### config.mk
export PLATFORM = sky130hd
export DESIGN_NAME = spi_reg_bank_flat
export DESIGN_NICKNAME = d
export VERILOG_FILES = /design/src/rtl/spi_reg_bank_if.sv /design/src/rtl/spi_reg_bank.sv /design/src/flat_wrapper.sv
export SDC_FILE = /design/constraint.sdc
export NUM_CORES = 1
export LEC_CHECK = 0
export ABC_AREA = 1
export BUFFER_PORTS_ARGS = -buffer_cell sky130_fd_sc_hd__buf_4
export CORE_MARGIN = 4
export CORE_UTILIZATION = 40
export CTS_CLUSTER_DIAMETER = 40
export CTS_CLUSTER_SIZE = 12
export DETAILED_ROUTE_END_ITERATION = 10
export GPL_TIMING_DRIVEN = 0
export PLACE_DENSITY = 0.6
export SETUP_SLACK_MARGIN = 0.5
export SYNTH_ARGS = -nofsm -noshare
export SYNTH_HDL_FRONTEND = slang
export SYNTH_SLANG_ARGS = --single-unit
### constraint.sdc
create_clock -name clk -period 1.3 [get_ports clk]
set_input_delay 0.065 -clock clk [delete_from_list [all_inputs] [get_ports clk]]
set_output_delay 0.065 -clock clk [all_outputs]
set_load 0.005 [all_outputs]
### src/rtl/spi_reg_bank_if.sv
// SPI pin bundle between a controller (master) and the register bank (slave).
interface spi_reg_bank_if;
   logic ncs;
   logic sclk;
   logic copi;
   logic cipo;
   logic cipo_oe;

   modport master (output ncs, output sclk, output copi, input cipo, input cipo_oe);
   modport slave  (input ncs, input sclk, input copi, output cipo, output cipo_oe);
endinterface

### src/rtl/spi_reg_bank.sv
// SPI peripheral register bank: NUM_REGS x DATA_W registers written and read back
// over one SPI port. Frame = R/W bit, ADDR_W address bits, DATA_W data bits, MSB first.
// All SPI pins are oversampled by clk through 2-FF synchronisers.
module spi_reg_bank #(
   parameter int unsigned       NUM_REGS = 5,
   parameter int unsigned       DATA_W   = 8,
   parameter int unsigned       ADDR_W   = 7,
   parameter bit                CPOL     = 1'b0,
   parameter bit                CPHA     = 1'b0,
   parameter logic [DATA_W-1:0] RST_VAL  = '0
) (
   input  logic                       clk,
   input  logic                       rst_n,
   spi_reg_bank_if.slave              spi,
   output logic [NUM_REGS*DATA_W-1:0] regs_out,
   output logic                       wr_pulse,
   output logic [ADDR_W-1:0]          wr_addr,
   output logic                       frame_err
);

   localparam int unsigned FRAME_L     = 1 + ADDR_W + DATA_W;
   localparam int unsigned CNT_W       = $clog2(FRAME_L + 1);
   localparam bit          SAMPLE_RISE = (CPOL == CPHA);

   typedef enum logic [2:0] {
      S_WAIT_IDLE,
      S_IDLE,
      S_CMD,
      S_ADDR,
      S_DATA,
      S_HOLD,
      S_ERR
   } state_e;

   state_e              state_q, state_d;
   logic [2:0]          ncs_sync_q, ncs_sync_d;
   logic [2:0]          sclk_sync_q, sclk_sync_d;
   logic [1:0]          copi_sync_q, copi_sync_d;
   logic [CNT_W-1:0]    cnt_q, cnt_d;
   logic                rw_q, rw_d;
   logic [ADDR_W-1:0]   addr_q, addr_d;
   logic [DATA_W-1:0]   data_q, data_d;
   logic [DATA_W-1:0]   tx_q, tx_d;
   logic                cipo_q, cipo_d;
   logic                cipo_oe_q, cipo_oe_d;
   logic [DATA_W-1:0]   regs_q [NUM_REGS];
   logic [DATA_W-1:0]   regs_d [NUM_REGS];
   logic                wr_pulse_q, wr_pulse_d;
   logic [ADDR_W-1:0]   wr_addr_q, wr_addr_d;
   logic                frame_err_q, frame_err_d;

   logic                ncs_s, ncs_rise, ncs_fall;
   logic                sclk_rise, sclk_fall;
   logic                sample_edge, shift_edge;
   logic                copi_s;
   logic                addr_hit;

   // Synchroniser shift paths; the third ncs/sclk stage only feeds edge detection.
   always_comb begin
      ncs_sync_d  = {ncs_sync_q[1:0], spi.ncs};
      sclk_sync_d = {sclk_sync_q[1:0], spi.sclk};
      copi_sync_d = {copi_sync_q[0], spi.copi};
   end

   // Edge decode on the synchronised pins.
   always_comb begin
      ncs_s       = ncs_sync_q[1];
      ncs_rise    = ncs_sync_q[1] & ~ncs_sync_q[2];
      ncs_fall    = ~ncs_sync_q[1] & ncs_sync_q[2];
      sclk_rise   = sclk_sync_q[1] & ~sclk_sync_q[2];
      sclk_fall   = ~sclk_sync_q[1] & sclk_sync_q[2];
      sample_edge = SAMPLE_RISE ? sclk_rise : sclk_fall;
      shift_edge  = SAMPLE_RISE ? sclk_fall : sclk_rise;
      copi_s      = copi_sync_q[1];
   end

   // Frame FSM, shifters, commit and read-data path.
   always_comb begin
      state_d     = state_q;
      cnt_d       = cnt_q;
      rw_d        = rw_q;
      addr_d      = addr_q;
      data_d      = data_q;
      tx_d        = tx_q;
      cipo_d      = cipo_q;
      regs_d      = regs_q;
      wr_pulse_d  = 1'b0;
      wr_addr_d   = wr_addr_q;
      frame_err_d = 1'b0;
      addr_hit    = 1'b0;

      for (int unsigned i = 0; i < NUM_REGS; i++) begin
         if (addr_q == ADDR_W'(i)) addr_hit = 1'b1;
      end

      case (state_q)
         S_WAIT_IDLE: begin
            if (ncs_s) state_d = S_IDLE;
         end
         S_IDLE: begin
            if (ncs_fall) begin
               state_d = S_CMD;
               cnt_d   = '0;
            end
         end
         default: begin
            // ncs rising takes priority over any sclk edge seen on the same clk
            if (ncs_rise) begin
               state_d = S_IDLE;
               if (state_q == S_HOLD) begin
                  if (rw_q && addr_hit) begin
                     for (int unsigned i = 0; i < NUM_REGS; i++) begin
                        if (addr_q == ADDR_W'(i)) regs_d[i] = data_q;
                     end
                     wr_pulse_d = 1'b1;
                     wr_addr_d  = addr_q;
                  end
               end else begin
                  frame_err_d = 1'b1;
               end
            end else if (sample_edge) begin
               if (cnt_q != CNT_W'(FRAME_L)) cnt_d = cnt_q + CNT_W'(1);
               case (state_q)
                  S_CMD: begin
                     rw_d    = copi_s;
                     state_d = S_ADDR;
                  end
                  S_ADDR: begin
                     addr_d = ADDR_W'({addr_q, copi_s});
                     if (cnt_q == CNT_W'(ADDR_W)) begin
                        state_d = S_DATA;
                        tx_d    = '0;
                        for (int unsigned i = 0; i < NUM_REGS; i++) begin
                           if (addr_d == ADDR_W'(i)) tx_d = regs_q[i];
                        end
                     end
                  end
                  S_DATA: begin
                     data_d = DATA_W'({data_q, copi_s});
                     if (cnt_q == CNT_W'(FRAME_L - 1)) state_d = S_HOLD;
                  end
                  S_HOLD: begin
                     state_d = S_ERR;
                  end
                  default: ;
               endcase
            end else if (shift_edge && (state_q == S_DATA) && !rw_q) begin
               cipo_d = tx_q[DATA_W-1];
               tx_d   = DATA_W'({tx_q, 1'b0});
            end
         end
      endcase

      // CIPO is only driven during the data phase of a read
      if ((state_q != S_DATA) || rw_q) cipo_d = 1'b0;
      cipo_oe_d = (state_q != S_WAIT_IDLE) && !ncs_s;
   end

   // State and datapath registers with synchronous active-low reset.
   always_ff @(posedge clk) begin
      if (!rst_n) begin
         state_q     <= S_WAIT_IDLE;
         ncs_sync_q  <= '0;
         sclk_sync_q <= '0;
         copi_sync_q <= '0;
         cnt_q       <= '0;
         rw_q        <= 1'b0;
         addr_q      <= '0;
         data_q      <= '0;
         tx_q        <= '0;
         cipo_q      <= 1'b0;
         cipo_oe_q   <= 1'b0;
         for (int unsigned i = 0; i < NUM_REGS; i++) regs_q[i] <= RST_VAL;
         wr_pulse_q  <= 1'b0;
         wr_addr_q   <= '0;
         frame_err_q <= 1'b0;
      end else begin
         state_q     <= state_d;
         ncs_sync_q  <= ncs_sync_d;
         sclk_sync_q <= sclk_sync_d;
         copi_sync_q <= copi_sync_d;
         cnt_q       <= cnt_d;
         rw_q        <= rw_d;
         addr_q      <= addr_d;
         data_q      <= data_d;
         tx_q        <= tx_d;
         cipo_q      <= cipo_d;
         cipo_oe_q   <= cipo_oe_d;
         regs_q      <= regs_d;
         wr_pulse_q  <= wr_pulse_d;
         wr_addr_q   <= wr_addr_d;
         frame_err_q <= frame_err_d;
      end
   end

   // Flatten the register array into the output image.
   for (genvar g = 0; g < NUM_REGS; g++) begin : g_regs_out
      assign regs_out[g*DATA_W +: DATA_W] = regs_q[g];
   end

   assign spi.cipo    = cipo_q;
   assign spi.cipo_oe = cipo_oe_q;
   assign wr_pulse    = wr_pulse_q;
   assign wr_addr     = wr_addr_q;
   assign frame_err   = frame_err_q;

endmodule
### src/flat_wrapper.sv
// flat-port wrapper written by rule: the top's interface ports become plain ports
module spi_reg_bank_flat 
#(
   parameter int unsigned       NUM_REGS = 5,
   parameter int unsigned       DATA_W   = 8,
   parameter int unsigned       ADDR_W   = 7,
   parameter bit                CPOL     = 1'b0,
   parameter bit                CPHA     = 1'b0,
   parameter logic [DATA_W-1:0] RST_VAL  = '0
)
  (clk, rst_n, regs_out, wr_pulse, wr_addr, frame_err, spi_ncs, spi_sclk, spi_copi, spi_cipo, spi_cipo_oe);
  spi_reg_bank_if spi_i ();
  input  logic clk;
  input  logic rst_n;
  output logic [NUM_REGS*DATA_W-1:0] regs_out;
  output logic wr_pulse;
  output logic [ADDR_W-1:0] wr_addr;
  output logic frame_err;
  input wire logic [$bits(spi_i.ncs)-1:0] spi_ncs;
  input wire logic [$bits(spi_i.sclk)-1:0] spi_sclk;
  input wire logic [$bits(spi_i.copi)-1:0] spi_copi;
  output wire logic [$bits(spi_i.cipo)-1:0] spi_cipo;
  output wire logic [$bits(spi_i.cipo_oe)-1:0] spi_cipo_oe;
  assign spi_i.ncs = spi_ncs;
  assign spi_i.sclk = spi_sclk;
  assign spi_i.copi = spi_copi;
  assign spi_cipo = spi_i.cipo;
  assign spi_cipo_oe = spi_i.cipo_oe;
  spi_reg_bank #(.NUM_REGS(NUM_REGS), .DATA_W(DATA_W), .ADDR_W(ADDR_W), .CPOL(CPOL), .CPHA(CPHA), .RST_VAL(RST_VAL)) u_core (.clk(clk), .rst_n(rst_n), .spi(spi_i), .regs_out(regs_out), .wr_pulse(wr_pulse), .wr_addr(wr_addr), .frame_err(frame_err));
endmodule
==> results of run 1 <==
synth_stat cells, types with 4 or more instances:
master                       n
sky130_fd_sc_hd__a21oi_1    37
sky130_fd_sc_hd__nand2_1   124
sky130_fd_sc_hd__nor2_2      8
sky130_fd_sc_hd__dfxtp_1    91
sky130_fd_sc_hd__inv_1      81
sky130_fd_sc_hd__nand3_1    53
sky130_fd_sc_hd__nor2_1    128
sky130_fd_sc_hd__o21ai_0    42
sky130_fd_sc_hd__buf_6       7
sky130_fd_sc_hd__inv_2       5
sky130_fd_sc_hd__clkbuf_1   10
sky130_fd_sc_hd__o21ai_1     9
sky130_fd_sc_hd__nand4_4     4
cell families after synthesis:
kind of cell,after synthesis
AND/OR/NAND/NOR,335
buffers and inverters,107
XOR/XNOR,1
flip-flops,91
AO/OA/AOI/OAI,91
adder cells (fa/ha/maj),3
worst register-to-register path: stages, from the launching register on:
cell and delay (ns):
sky130_fd_sc_hd__dfxtp_1 0.50, sky130_fd_sc_hd__nand2_4 0.11, sky130_fd_sc_hd__buf_6 0.14, sky130_fd_sc_hd__nor3_4 0.19, sky130_fd_sc_hd__nand2_4 0.13, sky130_fd_sc_hd__buf_12 0.17, sky130_fd_sc_hd__a21oi_4 0.14, sky130_fd_sc_hd__a21oi_2 0.06
registers in the layout, summed over array words and instances (netlist names):
register,cells
u_core.regs_out,40
u_core.spi.cipo_oe,1
u_core.cnt_q,5
u_core.sclk_sync_q,3
u_core.addr_q,7
u_core.state_q,3
u_core.wr_addr,7
u_core.wr_pulse,1
u_core.frame_err,1
u_core.copi_sync_q,2
u_core.ncs_sync_q,3
u_core.spi.cipo,1
u_core.rw_q,1
u_core.tx_q,8
u_core.data_q,8
per-stage QoR:
step                power (W)  hold WS, ns  utilization, %
finish                0.00708        0.106            67.4
global route          0.00741        0.128            67.4
CTS                   0.00662        0.103            60.0
detailed placement    0.00422        0.254            48.7
global placement      0.00419        0.250            48.7
floorplan             0.00395        0.163               -
metal layers:
| layer | GRT usage [%] | wire (µm) | vias to the layer above |
|---|---|---|---|
| met5 | 0 | 0 | - |
| met4 | 9.54 | 340 | 0 |
| met3 | 3.21 | 476 | 19 |
| met2 | 36.3 | 7330 | 104 |
| met1 | 27.5 | 6160 | 2162 |
| li1 | - | - | 2272 |
power groups by stage:
stage | sequential [W] | combinational [W] | clock, W
after CTS | 0.00305 | 0.00165 | 0.00192
after detailed placement | 0.00308 | 0.00113 | 0
after floorplan | 0.00305 | 0.000893 | 0
after global routing | 0.00308 | 0.00230 | 0.00204
final | 0.00306 | 0.00213 | 0.00189
after global placement | 0.00308 | 0.00111 | 0
what timing repair did:
item	4_1_cts	5_1_grt
hold endpoints to repair	3	0
resized for setup	194	177
setup endpoints to repair	134	135
setup buffers	46	20
hold buffers	3	0
pin swaps	33	50
gates cloned	8	2
cell type report:
class	instances	area, µm²	share of cell area (%)
Multi-Input combinational cell	432	2840	40.5
Sequential cell	91	1930	27.4
Timing Repair Buffer	131	1340	19.0
Inverter	87	377	5.36
Buffer	20	185	2.64
Tap cell	136	170	2.42
Clock buffer	12	165	2.35
Clock inverter	3	21.3	0.303
path summary, 6_finish.rpt:
| path | end | slack (ns) |
|---|---|---|
| worst max register to register | u_core.tx_q[1] | -0.24 |
| worst max-delay path | u_core.tx_q[1] | -0.24 |
| worst min-delay path | u_core.ncs_sync_q[2] | 0.11 |
| worst min register to register | u_core.sclk_sync_q[1] | 0.43 |
==> PnR_summary.wiki, run 1 <==
{| class="wikitable"
! Metric !! Value
|-
| Average size of a mapped cell || around 7 µm²
|-
| Total Negative Setup Slacks || -12.10 ns
|-
| Logic depth of the worst path, buffers included || 7
|-
| Fraction of layout cells with a size suffix above 1 || 52.8%
|-
| Post-layout minimum cycle time || 1.54 ns
|-
| Routed wirelength normalized by instance count || approximately 16 µm
|-
| Switching power of the nets || between 0.002 and 0.0025 W
|-
| CTS Buf Count || 9
|-
| Power share of the sequential group || 43.3%
|-
| P_int || ~0.0046 W
|-
| Run status || complete, but fails checks
|-
| Weighted congestion at the end of routability-driven global placement || approximately 0.85
|-
| Share of total power in combinational logic || approximately 30%
|-
| Final worst-path setup slack || -0.239 ns
|-
| Diodes inserted || 0
|-
| Clock-pin slew of the registers on the worst-case setup and hold paths || roughly 0.1 ns
|-
| P per Cell Area || around 1000 nW/µm²
|-
| Hold path startpoint || rst_n
|-
| Startpoint types || flop
|-
| Number of flops mapped to enable cells by yosys || 0
|-
| Stage delay of the slowest cell on the critical path || 0.50 ns
|-
| Overall routed net length || 14.3 mm
|-
| Top flip-flop cell by instance count after synthesis || sky130_fd_sc_hd__dfxtp_1
|-
| Final Instance Area || between 7000 and 8000 µm²
|-
| Die Wd || between 100 and 150 µm
|-
| Most used cells in the layout excluding fill and tap cells || sky130_fd_sc_hd__buf_6 (87), sky130_fd_sc_hd__nor2_1 (87), sky130_fd_sc_hd__nand2_1 (82)
|-
| Post-synthesis instance area || about 4300 µm²
|-
| Tightest slew margin relative to the limit || a little under three fifths
|-
| Maximum number of pins on one net before global-route repair || 15
|-
| Share of the synthesized area in the top cell type || between 40% and 50%
|-
| Number of standard cells after synthesis || ~630
|-
| Antenna Violating Nets Remaining || 0
|-
| Worst path required time || about 1.6 ns
|-
| Area after detailed placement || 5080 µm²
|-
| Effective utilization at floorplan || between 40 and 50%
|-
| Antenna violations before repair || 0
|-
| Final-report max-slew violation count || 0
|-
| FF-to-FF path depth || 7
|-
| Final period utilization || 118%
|-
| Die H || 112 µm
|-
| Violated checks || setup timing
|-
| Cell with the largest stage delay on the worst path || sky130_fd_sc_hd__dfxtp_1
|-
| Share of the yosys chip area belonging to registers || 42.2%
|-
| Post-DP HPWL || roughly 8.7 mm
|-
| Part of the total power dissipated in the clock network || about a quarter
|-
| Distinct cell type count of the synthesized netlist || 32
|-
| Worst endpoint data arrival time || 1.81 ns
|-
| Clock tree from TritonCTS || yes
|-
| Mux contribution to synthesized area || 0%
|-
| Number of placed I/O pins || 56
|-
| Max-cap violations || 0
|-
| Setup clock skew after layout || around 0.014 ns
|-
| Adder-cell share of the synthesized area || less than 1%
|-
| Buffer and inverter count on the worst path || 2
|-
| Worst path top cell family by delay || flip-flops
|-
| Number of iterations in the first detailed-routing pass || 4
|-
| Clock Path Buffers || 2
|-
| Xor and xnor area share after synthesis || 0.203%
|-
| Sw Ratio || between 30% and 40%
|-
| HP Class || in2reg
|-
| Largest family of logic cells by synthesized area || simple AND/OR/NAND/NOR gates
|-
| Synth async-reset ratio || 0%
|-
| # DRC || 0
|-
| Worst-skew pair later-pin latency || about 0.38 ns
|-
| Die Footprint || around 13000 µm²
|-
| Number of H-tree levels || 3
|-
| Port Buffer Count || 54
|-
| Site Rows || 37
|-
| Fraction of the mapped netlist area in compound gates || around a tenth
|-
| Root Buffer Master || sky130_fd_sc_hd__clkbuf_8
|-
| Number of synthesized register bits || between 90 and 100
|-
| Global-route total usage across every layer || around 22%
|-
| Final Net Count || 780
|-
| CP Launch Point || u_core.cnt_q[2]
|-
| Most frequent CP cell || sky130_fd_sc_hd__nand2_4
|-
| Top area cells in the synthesized netlist || sky130_fd_sc_hd__dfxtp_1 (42%), sky130_fd_sc_hd__nor2_1 (11%), sky130_fd_sc_hd__nand2_1 (11%)
|-
| Vias per cell || ~5
|-
| Setup slack at placement || -0.444 ns
|-
| Hold Path Stages || 3
|-
| Leak || approximately 3.3 nW
|-
| Final non-filler cell total || 912
|-
| Count of filler cells inserted in the layout || 842
|-
| Simple-gate area share of the yosys netlist || approximately 35%
|-
| Core outline area || about 10000 µm²
|-
| DRC violation total after the first TritonRoute iteration || 220
|-
| Sinks on Clock Net || just over 90
|-
| Placed cell count || between 800 and 900
|-
| Cell taking the most area after synthesis || sky130_fd_sc_hd__dfxtp_1
|-
| Number of vias in the routed layout || ~4600
|-
| Worst supply voltage drop on vdd || between 0.0007 and 0.0008 V
|-
| Unrepaired setup endpoints after global routing || yes
|-
| First-pass GRT wire length || between 20 and 25 mm
|-
| Endpoint type of the worst setup path || flop
|-
| Warnings from Yosys || 0
|-
| Total congestion overflow after global routing || 0
|-
| Maximum frequency from static timing analysis || about 650 MHz
|-
| Slew at the pin closest to its max-slew limit || around 0.67 ns
|-
| Final setup violation count || 78
|-
| Via count of the first global-routing pass || 4305
|-
| Critical Path, Cell by Cell || nand2_4 -> buf_6 -> nor3_4 -> nand2_4 -> buf_12 -> a21oi_4 -> a21oi_2
|-
| Start-to-end type of the worst setup path || reg2reg
|-
| Largest fanout on the critical path || 7
|-
| Layout area overhead || 62.5%
|-
| Crit Reg-Reg Startpoint || u_core.cnt_q[2]
|-
| Net count of the mapped netlist || roughly 640
|-
| Count of final hold-check violations || 0
|}
Note: power is estimated with default switching activity, not from simulation.
==> inputs of run 2 (changes only) <==
CORE_MARGIN = 2   (was 4)
==> PnR_summary.wiki, run 2 (same netlist as run 1, synthesis figures left out) <==
{| class="wikitable"
! Metric !! Value
|-
| Run status || complete, but fails checks
|-
| Violated checks || setup timing
|-
| Port Buffer Count || 54 (unchanged)
|-
| Largest fanout on the critical path || 5 (-2)
|-
| Maximum number of pins on one net before global-route repair || 15 (unchanged)
|-
| Hold Path Stages || 3 (unchanged)
|-
| Maximum frequency from static timing analysis || 620 MHz (-4.6%)
|-
| Number of iterations in the first detailed-routing pass || 5 (+1)
|-
| Global-route total usage across every layer || 23.4% (+1.8 points)
|-
| Crit Reg-Reg Startpoint || u_core.cnt_q[3]
|-
| Multi-input gate area || 2810 µm² (-1.1%)
|-
| Design Power || 0.00740 W (+4.5%)
|-
| Clock tree from TritonCTS || yes
|-
| FF-to-FF path depth || 11 (+4)
|-
| Max-cap violations || 0 (unchanged)
|-
| Slew at the pin closest to its max-slew limit || 0.744 ns (+0.0757 ns)
|-
| Post-DP HPWL || 8.47 mm (-2.2%)
|-
| Final worst-path setup slack || -0.314 ns (-0.0742 ns)
|-
| Root Buffer Master || sky130_fd_sc_hd__clkbuf_8
|-
| Worst-skew pair later-pin latency || 0.37 ns (about the same)
|-
| Highest metal layer used by the detailed router || met4
|-
| Met3 wire len || 652 µm (+37%)
|-
| Start-to-end type of the worst setup path || reg2reg
|-
| Worst path required time || 1.60 ns (+0.03 ns)
|-
| HP Class || in2reg
|-
| Largest register FFs || 40 (unchanged)
|-
| Count of filler cells inserted in the layout || 827 (-1.8%)
|-
| Most used cells in the layout excluding fill and tap cells || sky130_fd_sc_hd__buf_6 (93), sky130_fd_sc_hd__nor2_1 (90), sky130_fd_sc_hd__nand2_1 (78)
|-
| Antenna Violating Nets Remaining || 0 (unchanged)
|-
| Endpoint type of the worst setup path || flop
|-
| CTS Buf Count || 9 (unchanged)
|-
| Final-report max-slew violation count || 0 (unchanged)
|-
| Overall routed net length || 14.7 mm (+2.4%)
|-
| Unrepaired setup endpoints after global routing || yes
|-
| Clock Path Buffers || 2 (unchanged)
|-
| Effective utilization at floorplan || 41.5% (unchanged)
|-
| Worst reg2reg endpoint || u_core.state_q[2]
|-
| Leading cell type in the layout, fill and taps excluded || sky130_fd_sc_hd__buf_6
|-
| Core outline area || 10400 µm² (unchanged)
|-
| Via count of the first global-routing pass || 4216 (-2.1%)
|-
| Area occupied by registers || 1940 µm² (+0.52%)
|-
| Leak || 3.37 nW (+1.2%)
|-
| Number of vias in the routed layout || 4667 (+2.4%)
|-
| End of the worst hold path || u_core.spi.cipo
|-
| Weighted congestion at the end of routability-driven global placement || 0.826 (-3.3%)
|-
| P per Cell Area || 1050 nW/µm² (+4.0%)
|-
| Die Wd || 108 µm (-3.6%)
|-
| Area after detailed placement || 5080 µm² (unchanged)
|-
| Final Net Count || 783 (+0.38%)
|-
| Fin util || 67.7% (+0.29 points)
|-
| Diodes inserted || 0 (unchanged)
|-
| Final period utilization || 124% (+5.7 points)
|-
| DRC violation total after the first TritonRoute iteration || 310 (+41%)
|-
| Setup clock skew after layout || 0.00591 ns (-0.00793 ns)
|-
| Antenna violations before repair || 0 (unchanged)
|-
| Count of final hold-check violations || 0 (unchanged)
|-
| Routed wirelength normalized by instance count || 16.0 µm (+2.1%)
|-
| Die H || 108 µm (-3.6%)
|-
| Post-layout minimum cycle time || 1.61 ns (+0.0742 ns)
|-
| Final Instance Area || 7050 µm² (+0.43%)
|-
| Worst endpoint data arrival time || 1.92 ns (+0.11 ns)
|-
| Worst hold slack after final layout || 0.189 ns (+0.0832 ns)
|-
| Clock-pin slew of the registers on the worst-case setup and hold paths || 0.09 ns (about the same)
|-
| Final setup violation count || 79 (+1.3%)
|-
| Worst supply voltage drop on vdd || 0.000659 V (-14%)
|-
| Layout area overhead || 63.2%
|-
| # DRC || 0 (unchanged)
|-
| Site Rows || 37 (unchanged)
|-
| Wire length on met2 || 7.33 mm (about the same)
|-
| Fraction of layout cells with a size suffix above 1 || 53.0% (+0.18 points)
|-
| Total congestion overflow after global routing || 0 (unchanged)
|-
| Die Footprint || 11700 µm² (-7.0%)
|-
| Number of placed I/O pins || 56 (unchanged)
|-
| Vias per cell || 5.10 (+2.1%)
|-
| Startpoint types || flop
|-
| Sinks on Clock Net || 91 (unchanged)
|-
| Hold path startpoint || rst_n
|-
| Setup slack at placement || -0.421 ns (+0.0235 ns)
|-
| Post-route met1 wirelength || 6.27 mm (+1.7%)
|-
| Tightest slew margin relative to the limit || 50.4% (-5.0 points)
|-
| First-pass GRT wire length || 21.0 mm (-3.1%)
|-
| Number of H-tree levels || 3 (unchanged)
|-
| Setup slack of the worst register-to-register path || -0.31 ns (-0.07 ns)
|}
run 2: what timing repair did:
action	CTS	global route
cloned	7	2
resized for setup	211	159
endpoints found under the setup margin	134	134
pin swaps	39	38
hold endpoints to repair	3	0
setup buffers	48	22
hold buffers	3	0
run 2: area by class of cell:
type	instances	share of cell area (%)
buffer	20	2.57
clock buffer	11	2.16
clock inverter	4	0.692
inverter	87	5.27
multi-input combinational	432	39.8
sequential	91	27.5
tap	136	2.41
timing repair buffer	134	19.6
run 2: power by group:
part | switching, W | internal (W) | total [W] | leakage (nW)
logic | 0.00127 | 0.00101 | 0.00228 | 2.49
registers | 0.000177 | 0.00288 | 0.00306 | 0.772
clock network | 0.00106 | 0.000995 | 0.00205 | 0.104
total | 0.00251 | 0.00489 | 0.00740 | 3.37
run 2: worst max-delay path: stages, from the launching register on:
cell and delay (ns):
sky130_fd_sc_hd__dfxtp_1 0.43, sky130_fd_sc_hd__inv_1 0.11, sky130_fd_sc_hd__nor2_2 0.12, sky130_fd_sc_hd__ha_2 0.17
sky130_fd_sc_hd__nor2_1 0.04, sky130_fd_sc_hd__nand2_1 0.09, sky130_fd_sc_hd__nand2_2 0.10, sky130_fd_sc_hd__nor2_4 0.17
sky130_fd_sc_hd__nand2_2 0.08, sky130_fd_sc_hd__nand2_1 0.08, sky130_fd_sc_hd__nand2_1 0.07, sky130_fd_sc_hd__nor2_1 0.09
run 2: worst max path at each step:
stage	start	slack, ns	end
floorplan	u_core.cnt_q[1]	-0.08	u_core.state_q[0]
detailed placement	u_core.sclk_sync_q[1]	-0.42	u_core.data_q[5]
finish	u_core.cnt_q[3]	-0.31	u_core.state_q[2]
CTS	u_core.addr_q[3]	-0.22	u_core.regs_out[39]
global route	u_core.cnt_q[3]	-0.39	u_core.state_q[2]
global placement	u_core.sclk_sync_q[1]	-0.40	u_core.tx_q[1]
run 2: metrics by stage:
| step | setup TNS, ns | std cells |
|---|---|---|
| floorplan | -4.04 | 628 |
| global placement | -21.03 | 818 |
| detailed placement | -21.05 | 818 |
| CTS | -11.55 | 891 |
| global route | -17.75 | 915 |
| finish | -12.09 | 915 |
run 2: per-layer routing:
metal | vias to the layer above | track usage, %
li1 | 2270 | -
met4 | 0 | 9.16
met1 | 2241 | 29.6
met5 | - | 0
met3 | 34 | 4.70
met2 | 122 | 39.1
